**src/rtl/nco_sincos_gen_pkg.sv**
```systemverilog
`default_nettype none
// ============================================================================
// Module      : nco_sincos_gen_pkg
// Description : Shared DSP definitions for the carrier-recovery datapath.
//               Holds the S(8,6) operand format defaults used by both the
//               NCO and the rotator, the S(8,6) unit constant, and the
//               quadrant-folding helper used by the sin/cos generator.
// Revision    : 1.0 - initial release
// ============================================================================
package nco_sincos_gen_pkg;

    // Rotator / NCO operand format S(8,6)
    localparam int            c_nb_output_def  = 8;
    localparam int            c_nbf_output_def = 6;

    // 1.0 in S(8,6)
    localparam logic [7:0]    c_s8_6_one       = 8'h40;

    // How a quarter-wave LUT read is folded into one of four quadrants:
    // mirror -> read the LUT backwards (index N-i instead of i)
    // negate -> two's-complement the looked-up magnitude
    typedef struct packed {
        logic mirror;
        logic negate;
    } fold_t;

    // Quadrants 1 and 3 run the quarter wave backwards, quadrants 2 and 3
    // are the negative half-cycle.
    function automatic fold_t fold_quadrant(input logic [1:0] quadrant);
        fold_t fold;
        fold.mirror = quadrant[0];
        fold.negate = quadrant[1];
        return fold;
    endfunction

endpackage : nco_sincos_gen_pkg
`default_nettype wire

```
**src/rtl/nco_sincos_gen_sin_quarter_lut.sv**
```systemverilog
`default_nettype none
// ============================================================================
// Module      : sin_quarter_lut
// Description : Combinational quarter-wave sine ROM.
//               L[k] = round(64 * sin(pi/2 * k/64)), k = 0..64 (65 entries,
//               inclusive of both end points so that folding never needs a
//               special case for the quadrant boundary).
//               The master table is tabulated for 64 steps and 6 fractional
//               bits; other NB_ADDR / NBF_OUTPUT values resample / rescale it.
// Ports       : i_addr [NB_ADDR:0]    - LUT index 0..2^NB_ADDR
//               o_data [NBF_OUTPUT:0] - unsigned magnitude, 1.0 = 2^NBF_OUTPUT
// Revision    : 1.0 - initial release
// ============================================================================
module sin_quarter_lut
    import nco_sincos_gen_pkg::*;
#(
    parameter int NB_ADDR    = 6,
    parameter int NBF_OUTPUT = c_nbf_output_def
)(
    input  logic [NB_ADDR:0]    i_addr,
    output logic [NBF_OUTPUT:0] o_data
);

    logic [6:0] w_idx64;
    logic [6:0] w_mag64;

    // Map the caller's index onto the 64-step master table.
    generate
        if (NB_ADDR == 6) begin : g_addr_native
            assign w_idx64 = i_addr;
        end else if (NB_ADDR < 6) begin : g_addr_upsample
            assign w_idx64 = 7'(i_addr) << (6 - NB_ADDR);
        end else begin : g_addr_downsample
            assign w_idx64 = 7'(i_addr >> (NB_ADDR - 6));
        end
    endgenerate

    always_comb begin
        w_mag64 = 7'd0;
        case (w_idx64)
            7'd0 : w_mag64 = 7'd0;   7'd1 : w_mag64 = 7'd2;   7'd2 : w_mag64 = 7'd3;
            7'd3 : w_mag64 = 7'd5;   7'd4 : w_mag64 = 7'd6;   7'd5 : w_mag64 = 7'd8;
            7'd6 : w_mag64 = 7'd9;   7'd7 : w_mag64 = 7'd11;  7'd8 : w_mag64 = 7'd12;
            7'd9 : w_mag64 = 7'd14;  7'd10: w_mag64 = 7'd16;  7'd11: w_mag64 = 7'd17;
            7'd12: w_mag64 = 7'd19;  7'd13: w_mag64 = 7'd20;  7'd14: w_mag64 = 7'd22;
            7'd15: w_mag64 = 7'd23;  7'd16: w_mag64 = 7'd24;  7'd17: w_mag64 = 7'd26;
            7'd18: w_mag64 = 7'd27;  7'd19: w_mag64 = 7'd29;  7'd20: w_mag64 = 7'd30;
            7'd21: w_mag64 = 7'd32;  7'd22: w_mag64 = 7'd33;  7'd23: w_mag64 = 7'd34;
            7'd24: w_mag64 = 7'd36;  7'd25: w_mag64 = 7'd37;  7'd26: w_mag64 = 7'd38;
            7'd27: w_mag64 = 7'd39;  7'd28: w_mag64 = 7'd41;  7'd29: w_mag64 = 7'd42;
            7'd30: w_mag64 = 7'd43;  7'd31: w_mag64 = 7'd44;  7'd32: w_mag64 = 7'd45;
            7'd33: w_mag64 = 7'd46;  7'd34: w_mag64 = 7'd47;  7'd35: w_mag64 = 7'd48;
            7'd36: w_mag64 = 7'd49;  7'd37: w_mag64 = 7'd50;  7'd38: w_mag64 = 7'd51;
            7'd39: w_mag64 = 7'd52;  7'd40: w_mag64 = 7'd53;  7'd41: w_mag64 = 7'd54;
            7'd42: w_mag64 = 7'd55;  7'd43: w_mag64 = 7'd56;  7'd44: w_mag64 = 7'd56;
            7'd45: w_mag64 = 7'd57;  7'd46: w_mag64 = 7'd58;  7'd47: w_mag64 = 7'd59;
            7'd48: w_mag64 = 7'd59;  7'd49: w_mag64 = 7'd60;  7'd50: w_mag64 = 7'd60;
            7'd51: w_mag64 = 7'd61;  7'd52: w_mag64 = 7'd61;  7'd53: w_mag64 = 7'd62;
            7'd54: w_mag64 = 7'd62;  7'd55: w_mag64 = 7'd62;  7'd56: w_mag64 = 7'd63;
            7'd57: w_mag64 = 7'd63;  7'd58: w_mag64 = 7'd63;  7'd59: w_mag64 = 7'd64;
            7'd60: w_mag64 = 7'd64;  7'd61: w_mag64 = 7'd64;  7'd62: w_mag64 = 7'd64;
            7'd63: w_mag64 = 7'd64;  7'd64: w_mag64 = 7'd64;
            default: w_mag64 = 7'd0;
        endcase
    end

    // Rescale the 6-fractional-bit table onto the requested output format.
    generate
        if (NBF_OUTPUT == 6) begin : g_data_native
            assign o_data = w_mag64;
        end else if (NBF_OUTPUT > 6) begin : g_data_widen
            assign o_data = (NBF_OUTPUT + 1)'(w_mag64) << (NBF_OUTPUT - 6);
        end else begin : g_data_narrow
            assign o_data = (NBF_OUTPUT + 1)'(w_mag64 >> (6 - NBF_OUTPUT));
        end
    endgenerate

endmodule : sin_quarter_lut
`default_nettype wire

```
**src/rtl/nco_sincos_gen.sv**
```systemverilog
`default_nettype none
// ============================================================================
// Module      : nco_sincos_gen
// Description : Numerically controlled oscillator producing the S(8,6)
//               sin/cos pair fed to the derotator. Phase accumulator ->
//               quadrant decode -> quarter-wave LUT + conditional negation.
//               Two register stages: enable in cycle t -> o_valid in t+2.
// Ports       : clock          - system clock, rising edge
//               i_reset        - synchronous active-high reset (top priority)
//               i_enable       - produce one sample, advance the phase
//               i_load         - capture i_phase_inc into increment register
//               i_phase_inc    - unsigned phase step, modulo 2^NB_PHASE
//               i_sync         - restart the accumulator at phase 0
//               i_phase_offset - static offset applied to the output phase
//               o_dataSin      - S(8,6) sin(phase)
//               o_dataCos      - S(8,6) cos(phase)
//               o_valid        - outputs hold a new sample
// Revision    : 1.0 - initial release
// ============================================================================
module nco_sincos_gen
    import nco_sincos_gen_pkg::*;
#(
    parameter int NB_PHASE   = 16,
    parameter int NB_ADDR    = 6,
    parameter int NB_OUTPUT  = c_nb_output_def,
    parameter int NBF_OUTPUT = c_nbf_output_def
)(
    input  logic                 clock,
    input  logic                 i_reset,
    input  logic                 i_enable,
    input  logic                 i_load,
    input  logic [NB_PHASE-1:0]  i_phase_inc,
    input  logic                 i_sync,
    input  logic [NB_PHASE-1:0]  i_phase_offset,
    output logic [NB_OUTPUT-1:0] o_dataSin,
    output logic [NB_OUTPUT-1:0] o_dataCos,
    output logic                 o_valid
);

    // Phase bits that survive into the decode stage: 2 quadrant + index.
    localparam int                c_nb_idx     = NB_ADDR + 2;
    localparam int                c_nb_trunc   = NB_PHASE - c_nb_idx;
    localparam int                c_nb_mag     = NBF_OUTPUT + 1;
    // N = 2^NB_ADDR, the quarter-wave LUT end point
    localparam logic [NB_ADDR:0]  c_quarter    = {1'b1, {NB_ADDR{1'b0}}};
    localparam logic [NB_PHASE-1:0] c_phase_zero = '0;

    // ------------------------------------------------------------------
    // Stage 0: phase accumulator
    // ------------------------------------------------------------------
    logic [NB_PHASE-1:0] r_acc;
    logic [NB_PHASE-1:0] r_inc;
    logic [NB_PHASE-1:0] w_acc_base;
    logic [NB_PHASE-1:0] w_phase_sum;
    logic [c_nb_idx-1:0] r_phase1;
    logic                r_valid1;

    // i_sync substitutes phase 0 for the current accumulator value in the
    // same cycle, so the synced sample itself is already at phase 0+offset.
    assign w_acc_base  = i_sync ? c_phase_zero : r_acc;
    assign w_phase_sum = w_acc_base + i_phase_offset;

    // Phase LSBs below the LUT index are truncated, never rounded.
    generate
        if (c_nb_trunc > 0) begin : g_trunc
            logic w_unused_lsbs;
            assign w_unused_lsbs = ^w_phase_sum[c_nb_trunc-1:0];
        end
    endgenerate

    always_ff @(posedge clock) begin
        if (i_reset) begin
            r_acc    <= '0;
            r_inc    <= '0;
            r_phase1 <= '0;
            r_valid1 <= 1'b0;
        end else begin
            // A freshly loaded increment is seen by the next cycle's update.
            if (i_load) begin
                r_inc <= i_phase_inc;
            end
            if (i_enable) begin
                r_acc    <= w_acc_base + r_inc;
                r_phase1 <= w_phase_sum[NB_PHASE-1 -: c_nb_idx];
            end else if (i_sync) begin
                r_acc    <= '0;
            end
            r_valid1 <= i_enable;
        end
    end

    // ------------------------------------------------------------------
    // Stage 1: quadrant decode and LUT addressing
    // ------------------------------------------------------------------
    logic [1:0]          w_q_sin;
    logic [1:0]          w_q_cos;
    logic [NB_ADDR-1:0]  w_idx;
    fold_t               w_fold_sin;
    fold_t               w_fold_cos;
    logic [NB_ADDR:0]    w_addr_sin;
    logic [NB_ADDR:0]    w_addr_cos;
    logic [c_nb_mag-1:0] w_mag_sin;
    logic [c_nb_mag-1:0] w_mag_cos;

    assign w_q_sin = r_phase1[c_nb_idx-1 -: 2];
    assign w_idx   = r_phase1[NB_ADDR-1:0];
    // cos(x) = sin(x + pi/2): same fold, one quadrant ahead.
    assign w_q_cos = w_q_sin + 2'd1;

    assign w_fold_sin = fold_quadrant(w_q_sin);
    assign w_fold_cos = fold_quadrant(w_q_cos);

    assign w_addr_sin = w_fold_sin.mirror ? (c_quarter - {1'b0, w_idx}) : {1'b0, w_idx};
    assign w_addr_cos = w_fold_cos.mirror ? (c_quarter - {1'b0, w_idx}) : {1'b0, w_idx};

    sin_quarter_lut #(
        .NB_ADDR    (NB_ADDR),
        .NBF_OUTPUT (NBF_OUTPUT)
    ) u_lut_sin (
        .i_addr (w_addr_sin),
        .o_data (w_mag_sin)
    );

    sin_quarter_lut #(
        .NB_ADDR    (NB_ADDR),
        .NBF_OUTPUT (NBF_OUTPUT)
    ) u_lut_cos (
        .i_addr (w_addr_cos),
        .o_data (w_mag_cos)
    );

    // ------------------------------------------------------------------
    // Stage 2: sign application and output registers
    // ------------------------------------------------------------------
    logic [NB_OUTPUT-1:0] w_ext_sin;
    logic [NB_OUTPUT-1:0] w_ext_cos;
    logic [NB_OUTPUT-1:0] w_val_sin;
    logic [NB_OUTPUT-1:0] w_val_cos;

    assign w_ext_sin = {{(NB_OUTPUT - c_nb_mag){1'b0}}, w_mag_sin};
    assign w_ext_cos = {{(NB_OUTPUT - c_nb_mag){1'b0}}, w_mag_cos};

    // Magnitude tops out at 1.0, well inside the signed range, so plain
    // two's-complement negation cannot overflow.
    assign w_val_sin = w_fold_sin.negate ? -w_ext_sin : w_ext_sin;
    assign w_val_cos = w_fold_cos.negate ? -w_ext_cos : w_ext_cos;

    always_ff @(posedge clock) begin
        if (i_reset) begin
            o_dataSin <= '0;
            o_dataCos <= '0;
            o_valid   <= 1'b0;
        end else begin
            o_valid <= r_valid1;
            // Outputs hold their last sample across gaps.
            if (r_valid1) begin
                o_dataSin <= w_val_sin;
                o_dataCos <= w_val_cos;
            end
        end
    end

endmodule : nco_sincos_gen
`default_nettype wire

```
**config.mk**
```make
export PLATFORM = sky130hd
export DESIGN_NAME = nco_sincos_gen
export DESIGN_NICKNAME = d
export VERILOG_FILES = /design/src/rtl/nco_sincos_gen_pkg.sv /design/src/rtl/nco_sincos_gen_sin_quarter_lut.sv /design/src/rtl/nco_sincos_gen.sv
export SDC_FILE = /design/constraint.sdc
export NUM_CORES = 1
export LEC_CHECK = 0
export CORE_ASPECT_RATIO = 0.7
export CORE_MARGIN = 8
export CORE_UTILIZATION = 51
export CTS_CLUSTER_SIZE = 40
export DETAILED_ROUTE_END_ITERATION = 10
export GPL_TIMING_DRIVEN = 0
export HOLD_SLACK_MARGIN = 0.06
export PLACE_DENSITY = 0.72
export SETUP_SLACK_MARGIN = 0.02
export SYNTH_ARGS = -nofsm -noshare
export SYNTH_HDL_FRONTEND = slang
export SYNTH_HIERARCHICAL = 1
export SYNTH_SLANG_ARGS = --single-unit
```
**constraint.sdc**
```tcl
create_clock -name clock -period 11.01 [get_ports clock]
set_input_delay 2.202 -clock clock [delete_from_list [all_inputs] [get_ports clock]]
set_output_delay 2.202 -clock clock [all_outputs]
set_load 0.02 [all_outputs]
```
==> metrics.yaml <==
yosys:
  synth_ff_type: "sky130_fd_sc_hd__dfxtp_1"
  synth_xor_area_share_pct: 6.11
  synth_top_family_by_area: "compound AO/OA/AOI/OAI gates"
  synthesis.yosys.warnings: 6
  post_synth_inst_count: 855
  synthDistinctLibCells: 95
  synth-simple-area-share_pct: 25.1
  mappedNetlistArea_mm2: 0.00631
  synth_sequential_area_ratio_pct: 18.4
  share_of_the_synthesized_area_in_compound_gates_ao_oa_aoi_oai_pct: 29.8
  synth-adder-area-share_pct: 5.62
  synth_async_sr_flop_share_pct: 0
  synth.net_count: 917
  mux_share_of_post_synthesis_cell_area_pct: 6.11
  synth-seq-cells: 58
  synth-edff-count: 0
  synth_area_per_cell_um2: 7.38
placement:
  routabilityCongestion: 0.959
  postPlaceCellArea_mm2: 0.00697
  io_buffer_count: 46
  dp_hpwl_um: 15000
setup_path:
  critical_path.max_stage_delay_ps: 510
  critPathCaptureType: "flop"
  crit-reg2reg-capture: "o_dataSin[6]"
  critical_path.endpoint: "r_acc[6]"
  critical_path.n_buffers_inverters: 5
  critPathLaunchType: "input port"
  timing.critical_path.from: "i_sync"
  worstPathMaxFanout: 10
  reg2reg_slack_ps: 6430
  cpLargestDelayFamily: "buffers and inverters"
  criticalPathCategory: "input port to flop"
  cp.required_ps: 11220
  critical_path_depth: 14
  crit_path_cell_trace: "clkdlybuf4s50_1 -> buf_6 -> buf_6 -> buf_4 -> clkbuf_1 -> nor2b_1 -> ha_1 -> ha_1 -> o21a_1 -> maj3_2 -> o211ai_2 -> o31a_1 -> mux2_2 -> nand4bb_1"
  reg2reg_from: "r_phase1[0]"
  slowest_stage: "sky130_fd_sc_hd__clkdlybuf4s50_1"
  reg2regPathDepth: 16
  crit_arrival_ps: 6150
sta:
  grt_setup_unrepaired: "no"
  fmaxAchievable_ghz: 0.168
  hold_violations: 0
  final.setup_skew_ps: 8.96
  slew_viol_final: 0
  worst-slew-pin-transition_ps: 1190
  worst_slew_margin_rel_pct: 20.2
  period_minus_slack_ps: 5940
  setup_viol: 0
  setup-tns-final_ps: 0
  fin_crit_sh_pct: 54.0
global_route:
  groute.usage.overall_pct: 24.7
  grt_first_pass_wirelength_um: 32200
  grt_pass1_vias: 5999
  grt_overflow_total: 0
  pin_count_of_the_biggest_net_entering_global_routing: 22
  antenna_violations_before_repair: 0
cts:
  tritoncts.num_buffers: 9
  cts.path.max_buffers: 2
  tritoncts: "built"
  clock_pin_slew_reported_for_the_worst_setup_and_hold_paths_after_clock_tree_synthesis_ps: 60
  ctsResizeCount: 0
  ctsRootBufferMaster: "sky130_fd_sc_hd__clkbuf_16"
  insertion_delay_ps: 340
  post_cts_buffers: 0
  clock_sink_count: 58
  holdBufCountCts: 0
  cts_max_level: 3
finish:
  syn_to_final_growth_pct: 15.8
  layout.area.seq_mm2: 0.00116
  finish.instance_area_mm2: 0.00730
  number_of_antenna_repair_diodes: 0
  final_layout_size_suffix_gt1_share_pct: 9.81
  multiInputGateArea_mm2: 0.00459
  design.final.nets: 974
  num-fill-cells: 1182
  finish.utilization_pct: 59.6
worst_hold_path:
  hold_path.class: "flop to flop"
pwr:
  power.clock.fraction_pct: 34.8
  design_internal_power_mw: 0.581
  vdd.ir_drop.worst_uv: 83.6
  sw_ratio_pct: 36.6
  share_seq_of_total_power_pct: 26.0
  power_frac_comb_pct: 39.2
  power_mw: 0.917
  power_density_over_cell_area_mw_per_mm2: 126
  power.leakage_nw: 2.84
  netSwitchingPower_mw: 0.335
drt:
  drt-pass1-iter-count: 5
  dr.max_layer_used: "met4"
  detail_route.iter0.violations: 1108
  detail_route.wirelength.met1_um: 9710
  route.vias.total: 6973
  wl_met3_um: 2770
  route.final.wire_length_um: 20300
  drc_markers: 0
  detailed_routed_wire_length_on_met2_um: 7410
  antenna_violating_nets_post_route: 0
  detail_route.vias_per_cell: 6.46
  detail_route.wl_per_cell_um: 18.8
floorplanning:
  floorplan.die.width_um: 149
  coreArea_mm2: 0.0123
  rows: 34
  ioPinCount: 54
  floorplan.die_area_mm2: 0.0162
  die_height_um: 109
  initial_utilization_pct: 51.5
outcome:
  outcome: "finished, final reports clean"
run:
  timing.max_cap.violations: 0
## area by class of cell
cell class | instances | share of cell area (%)
inverter | 45 | 2.31
multi-input combinational | 678 | 62.8
clock inverter | 4 | 1.01
buffer | 74 | 5.33
sequential | 58 | 15.9
timing repair buffer | 46 | 6.31
tap | 162 | 2.78
clock buffer | 12 | 3.51
## registers in the layout, summed over array words and instances (netlist names)
register,count
o_dataCos,8
o_dataSin,8
o_valid,1
r_acc,16
r_inc,16
r_phase1,8
r_valid1,1
## power by group through the flow
| stage | combinational (mW) | clock (mW) | sequential (mW) |
|---|---|---|---|
| CTS | 0.352 | 0.321 | 0.238 |
| finish | 0.360 | 0.319 | 0.238 |
| global route | 0.395 | 0.332 | 0.240 |
| detailed placement | 0.349 | 0 | 0.242 |
| floorplan | 0.255 | 0 | 0.245 |
| global placement | 0.349 | 0 | 0.242 |
## layer usage
| layer | GRT usage [%] | vias to the layer above |
|---|---|---|
| li1 | - | 3273 |
| met1 | 37.6 | 3220 |
| met2 | 31.3 | 446 |
| met3 | 8.29 | 34 |
| met4 | 7.11 | 0 |
| met5 | 0.294 | - |
## synth_stat cells (5+ instances only)
library cell / number / area, um2
sky130_fd_sc_hd__xor2_1: 24 / 210
sky130_fd_sc_hd__nand3_1: 26 / 130
sky130_fd_sc_hd__o21ai_1: 7 / 35.0
sky130_fd_sc_hd__dfxtp_1: 58 / 1160
sky130_fd_sc_hd__a211oi_1: 21 / 158
sky130_fd_sc_hd__nor2_1: 90 / 338
sky130_fd_sc_hd__xnor2_1: 20 / 175
sky130_fd_sc_hd__o21bai_1: 8 / 60.1
sky130_fd_sc_hd__a221oi_1: 5 / 43.8
sky130_fd_sc_hd__o211ai_1: 20 / 150
sky130_fd_sc_hd__nand2_1: 64 / 240
sky130_fd_sc_hd__a311oi_1: 9 / 78.8
sky130_fd_sc_hd__a31oi_1: 22 / 138
sky130_fd_sc_hd__mux2i_1: 28 / 280
sky130_fd_sc_hd__clkbuf_1: 25 / 93.8
sky130_fd_sc_hd__and3_1: 6 / 37.5
sky130_fd_sc_hd__nor2b_1: 18 / 113
sky130_fd_sc_hd__nor4bb_1: 8 / 80.1
sky130_fd_sc_hd__buf_2: 22 / 110
sky130_fd_sc_hd__a21o_1: 9 / 67.6
sky130_fd_sc_hd__nand2b_1: 13 / 81.3
sky130_fd_sc_hd__a22oi_1: 6 / 45.0
sky130_fd_sc_hd__nor3_1: 13 / 65.1
sky130_fd_sc_hd__nor3b_1: 7 / 52.6
sky130_fd_sc_hd__inv_1: 42 / 158
sky130_fd_sc_hd__buf_1: 8 / 30.0
sky130_fd_sc_hd__nor4_1: 13 / 81.3
sky130_fd_sc_hd__o21ai_0: 40 / 200
sky130_fd_sc_hd__or3_1: 11 / 68.8
sky130_fd_sc_hd__nand4_1: 6 / 37.5
sky130_fd_sc_hd__mux2_2: 5 / 56.3
sky130_fd_sc_hd__buf_4: 13 / 97.6
sky130_fd_sc_hd__ha_1: 25 / 313
sky130_fd_sc_hd__o22ai_1: 7 / 43.8
sky130_fd_sc_hd__o31ai_1: 10 / 75.1
sky130_fd_sc_hd__o21a_1: 7 / 52.6
sky130_fd_sc_hd__a21oi_1: 40 / 200
## worst min-delay path by stage
stage	cells after the start	slack, ps	start	endpoint
after floorplan	2	470	r_inc[0]	r_inc[0]
final	2	480	o_dataSin[7]	o_dataSin[7]
after global placement	2	470	o_dataSin[7]	o_dataSin[7]
after detailed placement	2	460	o_dataSin[7]	o_dataSin[7]
after global routing	2	500	o_dataCos[4]	o_dataCos[4]
after CTS	2	480	o_dataSin[7]	o_dataSin[7]
## worst register-to-register path, cell delays in order, from the launching register on
cell	delay, ps
sky130_fd_sc_hd__dfxtp_1	860
sky130_fd_sc_hd__inv_1	110
sky130_fd_sc_hd__ha_1	330
sky130_fd_sc_hd__nand2_1	50
sky130_fd_sc_hd__o21ai_0	350
sky130_fd_sc_hd__inv_1	380
sky130_fd_sc_hd__ha_1	470
sky130_fd_sc_hd__or2_0	250
sky130_fd_sc_hd__a311o_1	350
sky130_fd_sc_hd__a41o_1	230
sky130_fd_sc_hd__a21oi_2	200
sky130_fd_sc_hd__inv_1	90
sky130_fd_sc_hd__ha_1	230
sky130_fd_sc_hd__nand3b_1	80
sky130_fd_sc_hd__nand2_1	60
sky130_fd_sc_hd__xor2_1	170
sky130_fd_sc_hd__a211oi_1	270
## cells in the final DEF, fill, tap and decap left out, types with 5 or more instances in the layout
cell type / netlist / layout
sky130_fd_sc_hd__o31ai_1: 10 / 10
sky130_fd_sc_hd__inv_1: 42 / 42
sky130_fd_sc_hd__dfxtp_1: 58 / 58
sky130_fd_sc_hd__mux2i_1: 28 / 28
sky130_fd_sc_hd__o21a_1: 7 / 7
sky130_fd_sc_hd__buf_2: 22 / 22
sky130_fd_sc_hd__mux2_2: 5 / 5
sky130_fd_sc_hd__nand3_1: 26 / 26
sky130_fd_sc_hd__buf_4: 13 / 13
sky130_fd_sc_hd__nand2b_1: 13 / 13
sky130_fd_sc_hd__a311oi_1: 9 / 9
sky130_fd_sc_hd__o211ai_1: 20 / 20
sky130_fd_sc_hd__or3_1: 11 / 11
sky130_fd_sc_hd__o21ai_0: 40 / 40
sky130_fd_sc_hd__buf_1: 8 / 8
sky130_fd_sc_hd__xor2_1: 24 / 24
sky130_fd_sc_hd__nor4bb_1: 8 / 8
sky130_fd_sc_hd__nand2_1: 64 / 64
sky130_fd_sc_hd__o21ai_1: 7 / 7
sky130_fd_sc_hd__a221oi_1: 5 / 5
sky130_fd_sc_hd__nor2_1: 90 / 90
sky130_fd_sc_hd__o22ai_1: 7 / 7
sky130_fd_sc_hd__a21oi_1: 40 / 40
sky130_fd_sc_hd__nor3b_1: 7 / 7
sky130_fd_sc_hd__a31oi_1: 22 / 22
sky130_fd_sc_hd__nand4_1: 6 / 6
sky130_fd_sc_hd__a22oi_1: 6 / 6
sky130_fd_sc_hd__nor3_1: 13 / 13
sky130_fd_sc_hd__o21bai_1: 8 / 8
sky130_fd_sc_hd__xnor2_1: 20 / 20
sky130_fd_sc_hd__a211oi_1: 21 / 21
sky130_fd_sc_hd__nor2b_1: 18 / 18
sky130_fd_sc_hd__ha_1: 25 / 25
sky130_fd_sc_hd__clkdlybuf4s50_1: 0 / 46
sky130_fd_sc_hd__nor4_1: 13 / 13
sky130_fd_sc_hd__and3_1: 6 / 6
sky130_fd_sc_hd__a21o_1: 9 / 9
sky130_fd_sc_hd__clkbuf_1: 25 / 26
sky130_fd_sc_hd__clkbuf_16: 0 / 9
## cell families (layout without fill, tap and decap cells)
kind of cell / after synthesis / after routing
AO/OA/AOI/OAI: 264 / 264
adder cells (fa/ha/maj): 29 / 29
buffers and inverters: 119 / 181
AND/OR/NAND/NOR: 305 / 305
multiplexers: 36 / 36
flip-flops: 58 / 58
XOR/XNOR: 44 / 44
## stage by stage
stage	hold slack, ps	instances	setup slack, ps
CTS	479	1079	5180
floorplan	467	855	6080
finish	477	1079	5070
detailed placement	461	1063	4840
global route	503	1079	4940
global placement	465	1063	4820
Power figures use the tool's default switching activity.
